### config.mk
export PLATFORM = sky130hd
export DESIGN_NAME = cdb_arbiter
export DESIGN_NICKNAME = d
export VERILOG_FILES = /design/src/rtl/cdb_pkg.sv /design/src/rtl/rr_priority_select.sv /design/src/rtl/cdb_arbiter.sv
export SDC_FILE = /design/constraint.sdc
export NUM_CORES = 1
export LEC_CHECK = 0
export CAP_MARGIN = 10
export CORE_AREA = 2 2 39 41
export DETAILED_ROUTE_END_ITERATION = 12
export DIE_AREA = 0 0 41 43
export GPL_TIMING_DRIVEN = 0
export MAX_ROUTING_LAYER = met4
export SYNTH_ARGS = -nofsm -noshare
export SYNTH_HDL_FRONTEND = slang
export SYNTH_SLANG_ARGS = --single-unit
### constraint.sdc
create_clock -name clk -period 2.2 [get_ports clk]
set_clock_uncertainty 0.2 [all_clocks]
set_input_delay 0.33 -clock clk [delete_from_list [all_inputs] [get_ports clk]]
set_output_delay 0.33 -clock clk [all_outputs]
set_load 0.03 [all_outputs]
### src/rtl/cdb_pkg.sv
// Shared CDB definitions: default unit count, unit index type and the
// one-hot to binary encoder used by the arbiter and the CDB mux.
package cdb_pkg;

   localparam int CDB_N_UNITS       = 4;
   localparam int CDB_IDX_WIDTH     = $clog2(CDB_N_UNITS);
   localparam int CDB_MAX_UNITS     = 16;
   localparam int CDB_MAX_IDX_WIDTH = 4;

   typedef logic [CDB_IDX_WIDTH-1:0] cdb_unit_idx_t;

   // OR-encode: exact for one-hot input, and all-zero input yields index 0.
   function automatic logic [CDB_MAX_IDX_WIDTH-1:0] onehot_to_idx(
      input logic [CDB_MAX_UNITS-1:0] onehot
   );
      logic [CDB_MAX_IDX_WIDTH-1:0] idx;
      idx = '0;
      for (int i = 0; i < CDB_MAX_UNITS; i++) begin
         if (onehot[i]) begin
            idx = idx | CDB_MAX_IDX_WIDTH'(i);
         end
      end
      return idx;
   endfunction

endpackage

### src/rtl/rr_priority_select.sv
// Combinational round-robin pick: lowest request at or above the pointer,
// falling back to the lowest request overall when none sits above it.
module rr_priority_select #(
   parameter int N_UNITS   = 4,
   parameter int IDX_WIDTH = $clog2(N_UNITS)
) (
   input  logic [N_UNITS-1:0]   req_i,
   input  logic [IDX_WIDTH-1:0] ptr_i,
   output logic [N_UNITS-1:0]   grant_o
);

   logic [N_UNITS-1:0] mask;
   logic [N_UNITS-1:0] masked_req;
   logic [N_UNITS-1:0] masked_pick;
   logic [N_UNITS-1:0] unmasked_pick;

   genvar gi;
   generate
      for (gi = 0; gi < N_UNITS; gi++) begin : g_mask
         assign mask[gi] = (IDX_WIDTH'(gi) >= ptr_i);
      end
   endgenerate

   assign masked_req = req_i & mask;

   // x & -x isolates the lowest set bit.
   assign masked_pick   = masked_req & (~masked_req + N_UNITS'(1));
   assign unmasked_pick = req_i & (~req_i + N_UNITS'(1));

   assign grant_o = (|masked_req) ? masked_pick : unmasked_pick;

endmodule

### src/rtl/cdb_arbiter.sv
// Round-robin CDB arbiter: one-hot permit to at most one output buffer per cycle.
// Optional debug ports (pointer, grant counter) under CDB_ARBITER_DEBUG_EN.
module cdb_arbiter
   import cdb_pkg::*;
#(
   parameter int N_UNITS   = CDB_N_UNITS,
   parameter int IDX_WIDTH = $clog2(N_UNITS)
) (
   input  logic                 clk,
   input  logic                 reset,
   input  logic [N_UNITS-1:0]   not_empty,
   input  logic                 cdb_stall,
   output logic [N_UNITS-1:0]   cdb_permit,
   output logic                 cdb_valid,
   output logic [IDX_WIDTH-1:0] grant_idx
`ifdef CDB_ARBITER_DEBUG_EN
   ,
   output logic [IDX_WIDTH-1:0] dbg_priority_ptr,
   output logic [31:0]          dbg_grant_count
`endif
);

   logic [IDX_WIDTH-1:0]         priority_ptr_q;
   logic [IDX_WIDTH-1:0]         priority_ptr_d;
   logic [N_UNITS-1:0]           req_gated;
   logic [N_UNITS-1:0]           grant;
   logic [CDB_MAX_IDX_WIDTH-1:0] idx_full;

   // A stall looks like an empty request vector, so the pointer holds too.
   assign req_gated = cdb_stall ? '0 : not_empty;

   rr_priority_select #(
      .N_UNITS   (N_UNITS),
      .IDX_WIDTH (IDX_WIDTH)
   ) u_select (
      .req_i   (req_gated),
      .ptr_i   (priority_ptr_q),
      .grant_o (grant)
   );

   assign cdb_permit = grant;
   assign cdb_valid  = |grant;
   assign idx_full   = onehot_to_idx(CDB_MAX_UNITS'(grant));
   assign grant_idx  = IDX_WIDTH'(idx_full);

   always_comb begin
      priority_ptr_d = priority_ptr_q;
      if (cdb_valid) begin
         priority_ptr_d = (grant_idx == IDX_WIDTH'(N_UNITS - 1)) ? '0
                                                                 : grant_idx + IDX_WIDTH'(1);
      end
   end

   always_ff @(posedge clk) begin
      if (reset) begin
         priority_ptr_q <= '0;
      end else begin
         priority_ptr_q <= priority_ptr_d;
      end
   end

`ifdef CDB_ARBITER_DEBUG_EN
   logic [31:0] grant_count_q;

   always_ff @(posedge clk) begin
      if (reset) begin
         grant_count_q <= '0;
      end else if (cdb_valid) begin
         grant_count_q <= grant_count_q + 32'd1;
      end
   end

   assign dbg_priority_ptr = priority_ptr_q;
   assign dbg_grant_count  = grant_count_q;
`endif

endmodule

==> metrics.cfg, run 1 <==
[run_status]
status=completed

[detailed_routing]
first_pass_iters=4
drc=0
ant_nets=0
via_per_inst=5.28
drtIter0Drc=4
routed_wl_microns=970
route.detailed.wl_per_inst_microns=11.8
vias=433

[cells_and_area]
final_cells=82
n_fill_cell=149
final_core_util_pct=39.7
area_growth_pct=51.4
largest_reg_flops=2
top_regs=priority_ptr_q: 2 flops
diodes=0
regMostFlops=priority_ptr_q
fin_area_sq_um=549
final_nets=76
layout-drive-gt1-share_pct=36.4

[timing]
rsz0062_at_grt=true
finalWorstSetupSlack_ps=72.6
post-route-min-period_ps=2130
final_hold_viol_count=0
slew_headroom_pct=75.2
setup_viol=0
tns_ps=0
finalMaxSlewViolations=0
worstMarginPinSlew_ps=369
min_period_over_period_pct=96.7
max_freq_mhz=470

[setup_path]
cp_cell_sequence=buf_6, o2111a_2, a21o_4, or2_4, ha_1, nand3b_1, o22a_1, o211ai_1
worstPathArrival_ps=2070
crit_type=register to register
endpoint_kind=register
critical_path_required_ps=2140
slowest_stage=dfxtp_4
path_max_fanout=10
slowest_delay_ps=350
startpoint_type=register

[grt]
overflow=0
grt_max_degree=11
antenna_found_initial=0
grt_pass1_wl_microns=1540
grt_pass1_vias=376
grt.total_usage_pct=12.7

[clocking]
root_buffer=clkbuf_4
cts_buffer_depth=2
cts_buffers=3
htree_levels=1
cts-hold-fix-buffers=0
cts_sinks=2
cts.clk_slew.worst_paths_ps=30
cts_tree=built
worstSkewPairLatency_ps=230

[job]
maxCapViolCount=0

[pwr]
p_leak_nw=0.244
ir_worst_vdd_uv=232
power_density_nw_per_um2=444

[place]
gp_congestion=0.771
dpl.hpwl_microns=748
port-buffer-count=12
placed_area_sq_um=520
place_inst=78
place_ws_ps=-695

[synthesis]
synth_top_cell_area_share_pct=11.0
ys_warn_count=0
synth_commonest_cells=5 x nand2_1, 5 x o21ai_0, 3 x a21oi_1, 3 x nor2_1
synth_flop_cell=dfxtp_1
synthesis.nets=58
synth_edf_count=0
synth_area_sq_um=363
yosysSeqAreaShare_pct=11.0
ys_ff_latch=2
yosys.area.top_type=dfxtp_1
syn_avg_cell_area_sq_um=7.26
ys_async_sr_fraction_pct=0
synth_area_leaders=dfxtp_1 11%, o21ai_0 6.9%, nand2_1 5.2%
synthCells=50
synth_cell_types=32

[die]
boundaryPins=14
die_h_microns=43
rows=14
initial_utilization_pct=26.2
coreArea_sq_um=1380
die-area_sq_um=1760
die_w_microns=41

[hold_path]
min_path_type=input pin to register

==> per-layer routing <==
metal  up-vias  part of all wire (%)  wire length [microns]  global-route usage, %
met4         0                  0.93                      9                   9.33
met2        12                    46                    451                   16.3
met5         -                     0                      0                      -
li1        226                     -                      -                      -
met1       193                    48                    464                   18.4
met3         2                   4.5                     44                      0
==> logic make-up (layout without fill, tap and decap cells) <==
family | count (synthesis) | in the layout | share of synthesized area [%]
AO/OA/AOI/OAI | 22 | 22 | 46.9
buffers and inverters | 4 | 20 | 5.51
AND/OR/NAND/NOR | 21 | 21 | 33.1
adder cells (fa/ha/maj) | 1 | 1 | 3.45
flip-flops | 2 | 2 | 11.0
==> worst max-delay path: cells and delay by family, from the launching register on <==
kind	cells	cell delay, ps
AO/OA/AOI/OAI	4	760
flip-flops	1	350
AND/OR/NAND/NOR	2	310
adder cells (fa/ha/maj)	1	280
buffers and inverters	1	140
==> layout make-up <==
class / count / area (sq um) / area share, %
Inverter: 2 / 7.51 / 1.37
Tap cell: 16 / 20.0 / 3.64
Timing Repair Buffer: 13 / 109 / 19.8
Buffer: 2 / 18.8 / 3.42
Sequential cell: 2 / 45.0 / 8.20
Multi-Input combinational cell: 44 / 327 / 59.5
Clock buffer: 3 / 22.5 / 4.10
==> where the power goes <==
group | switching, mW | total (mW) | internal (mW) | leakage, nW
logic | 0.0645 | 0.115 | 0.0501 | 0.213
registers | 0.00683 | 0.0474 | 0.0406 | 0.0175
clock network | 0.0214 | 0.0816 | 0.0602 | 0.0138
total | 0.0927 | 0.244 | 0.151 | 0.244
==> through the flow <==
step	hold WS (ps)	total power, mW
after CTS	442	0.244
after global placement	559	0.165
after detailed placement	562	0.165
after global routing	445	0.258
after floorplan	199	0.124
final	405	0.244
==> cell usage in the layout, fill, tap and decap left out, drive strengths merged, types with 2 or more instances in the layout <==
cell and count:
nor3 2, a21o 2, clkdlybuf4s15 2, a211o 2, o21ai 6, dfxtp 2, nor2 3, nand3 2
dlygate4sd2 6, nor2b 2, clkbuf 4, a21oi 3, buf 5, nand2 5, nand3b 2, inv 2
==> path summary, 6_finish.rpt <==
kind	from	endpoint	slack (ps)	cells after the start
max	priority_ptr_q[1]	priority_ptr_q[1]	70	8
min	not_empty[0]	priority_ptr_q[0]	410	5
max reg2reg	priority_ptr_q[1]	priority_ptr_q[1]	70	8
min reg2reg	priority_ptr_q[0]	priority_ptr_q[0]	510	2
==> repair_timing <==
action,4_1_cts,5_1_grt
pin swaps,0,1
gates resized for setup,25,8
setup buffers,1,0
endpoints found under the setup margin,9,8
(Power assumes the default switching activity.)
==> inputs of run 2 (changes only) <==
CELL_PAD_IN_SITES_DETAIL_PLACEMENT = 0   (was unset)
CELL_PAD_IN_SITES_GLOBAL_PLACEMENT = 1   (was unset)
CORE_AREA = unset   (was 2 2 39 41)
CORE_UTILIZATION = 25   (was unset)
DIE_AREA = unset   (was 0 0 41 43)
PLACE_DENSITY_LB_ADDON = 0.1   (was unset)
==> metrics.cfg, run 2 (synthesis gave the netlist of run 1 again) <==
[clocking]
htree_levels=1
root_buffer=clkbuf_4
cts_setup_buffers=0
cts_sinks=2
cts.clk_slew.worst_paths_ps=30
cts_buffers=3
cts_tree=built
worstSkewPairLatency_ps=230
cts-hold-fix-buffers=0
cts_buffer_depth=2

[run_status]
status=completed

[cells_and_area]
largest_reg_flops=2
final_core_util_pct=42.6
layout-drive-gt1-share_pct=40.0
regArea_sq_um=47.5
fin_area_sq_um=562
final_nets=75
regMostFlops=priority_ptr_q
n_fill_cell=140
area_growth_pct=54.8
multiInputGateArea_sq_um=343
diodes=0
most-common-layout-cells=5 x nand2_1, 5 x dlygate4sd2_1, 3 x o21ai_0, 3 x clkbuf_4
top_regs=priority_ptr_q: 2 flops

[pwr]
power.total_uw=248
ir_worst_vdd_uv=242
p_leak_nw=0.240
power_density_nw_per_um2=441

[grt]
grt_max_degree=11
grt_pass1_vias=380
grt_pass1_wl_microns=1530
overflow=0
antenna_found_initial=0
grt.total_usage_pct=14.7

[detailed_routing]
drtIter0Drc=10
route.detailed.wl_per_inst_microns=12.4
first_pass_iters=4
vias=435
drc=0
routed_wl_microns=994
via_per_inst=5.44
ant_nets=0

[timing]
worstMarginPinSlew_ps=446
post-route-min-period_ps=2140
tns_ps=0
setup_viol=0
min_period_over_period_pct=97.5
final_hold_viol_count=0
whs_ps=413
rsz0062_at_grt=true
slew_headroom_pct=70.0
finalMaxSlewViolations=0
max_freq_mhz=466

[job]
maxCapViolCount=0

[setup_path]
startpoint_type=register
crit_type=register to output port
r2r_setup_slack_ps=70
endpoint_kind=output port
critical_path_required_ps=1670
worstPathArrival_ps=1610
path_max_fanout=10

[place]
placed_area_sq_um=519
gp_congestion=0.755
port-buffer-count=12
dpl.hpwl_microns=750

[die]
coreArea_sq_um=1320
die-area_sq_um=1610
boundaryPins=14
initial_utilization_pct=27.5
die_w_microns=40.1
die_h_microns=40.1
rows=13

[hold_path]
min_path_type=input pin to register

==> run 2: changes by cell type in the layout (fill, tap and decap cells not counted), sizes merged <==
cell / previous run / this run
buf: 5 / 4
dlygate4sd2: 6 / 5
clkbuf: 4 / 5
==> run 2: worst paths after layout <==
path / start / endpoint / depth (start not counted)
setup / recovery: priority_ptr_q[1] / grant_idx[1] / 5
hold / removal: not_empty[0] / priority_ptr_q[0] / 5
setup reg to reg: priority_ptr_q[1] / priority_ptr_q[1] / 8
hold reg to reg: priority_ptr_q[0] / priority_ptr_q[0] / 2
==> run 2: repair_timing <==
action | 4_1_cts | 5_1_grt
resized for setup | 24 | 16
pin swaps | 0 | 2
setup endpoints to repair | 9 | 7
==> run 2: report_power, final <==
group	total [mW]	switching, mW	leakage [nW]	internal, mW
Combinational	0.116	0.0660	0.208	0.0499
Clock	0.0834	0.0230	0.0138	0.0604
Sequential	0.0484	0.00791	0.0178	0.0405
Total	0.248	0.0969	0.240	0.151
==> run 2: through the flow <==
step                std cells  setup WS [ps]
floorplan                  50           11.7
global placement           77           -698
detailed placement         77           -676
CTS                        80           3.48
global route               80          -26.1
finish                     80           55.9
==> run 2: area by class of cell <==
| class | instances | share of cell area, % |
|---|---|---|
| Multi-Input combinational cell | 44 | 61.0 |
| Timing Repair Buffer | 12 | 18.0 |
| Sequential cell | 2 | 8.46 |
| Clock buffer | 3 | 4.01 |
| Buffer | 2 | 3.34 |
| Tap cell | 15 | 3.34 |
| Inverter | 2 | 1.78 |
==> run 2: critical path: stages, from the launching register on <==
cell      delay, ps
dfxtp_4         360
buf_6           140
o2111a_2        290
a21o_4          190
or2_4           240
buf_2           180
==> run 2: per-layer routing <==
| layer | global-route usage (%) | part of all wire [%] | up-vias |
|---|---|---|---|
| met5 | - | 0 | - |
| met4 | 7.76 | 0 | 0 |
| met3 | 1.67 | 5.0 | 0 |
| met2 | 23.4 | 49 | 9 |
| met1 | 18.0 | 46 | 204 |
| li1 | - | - | 222 |
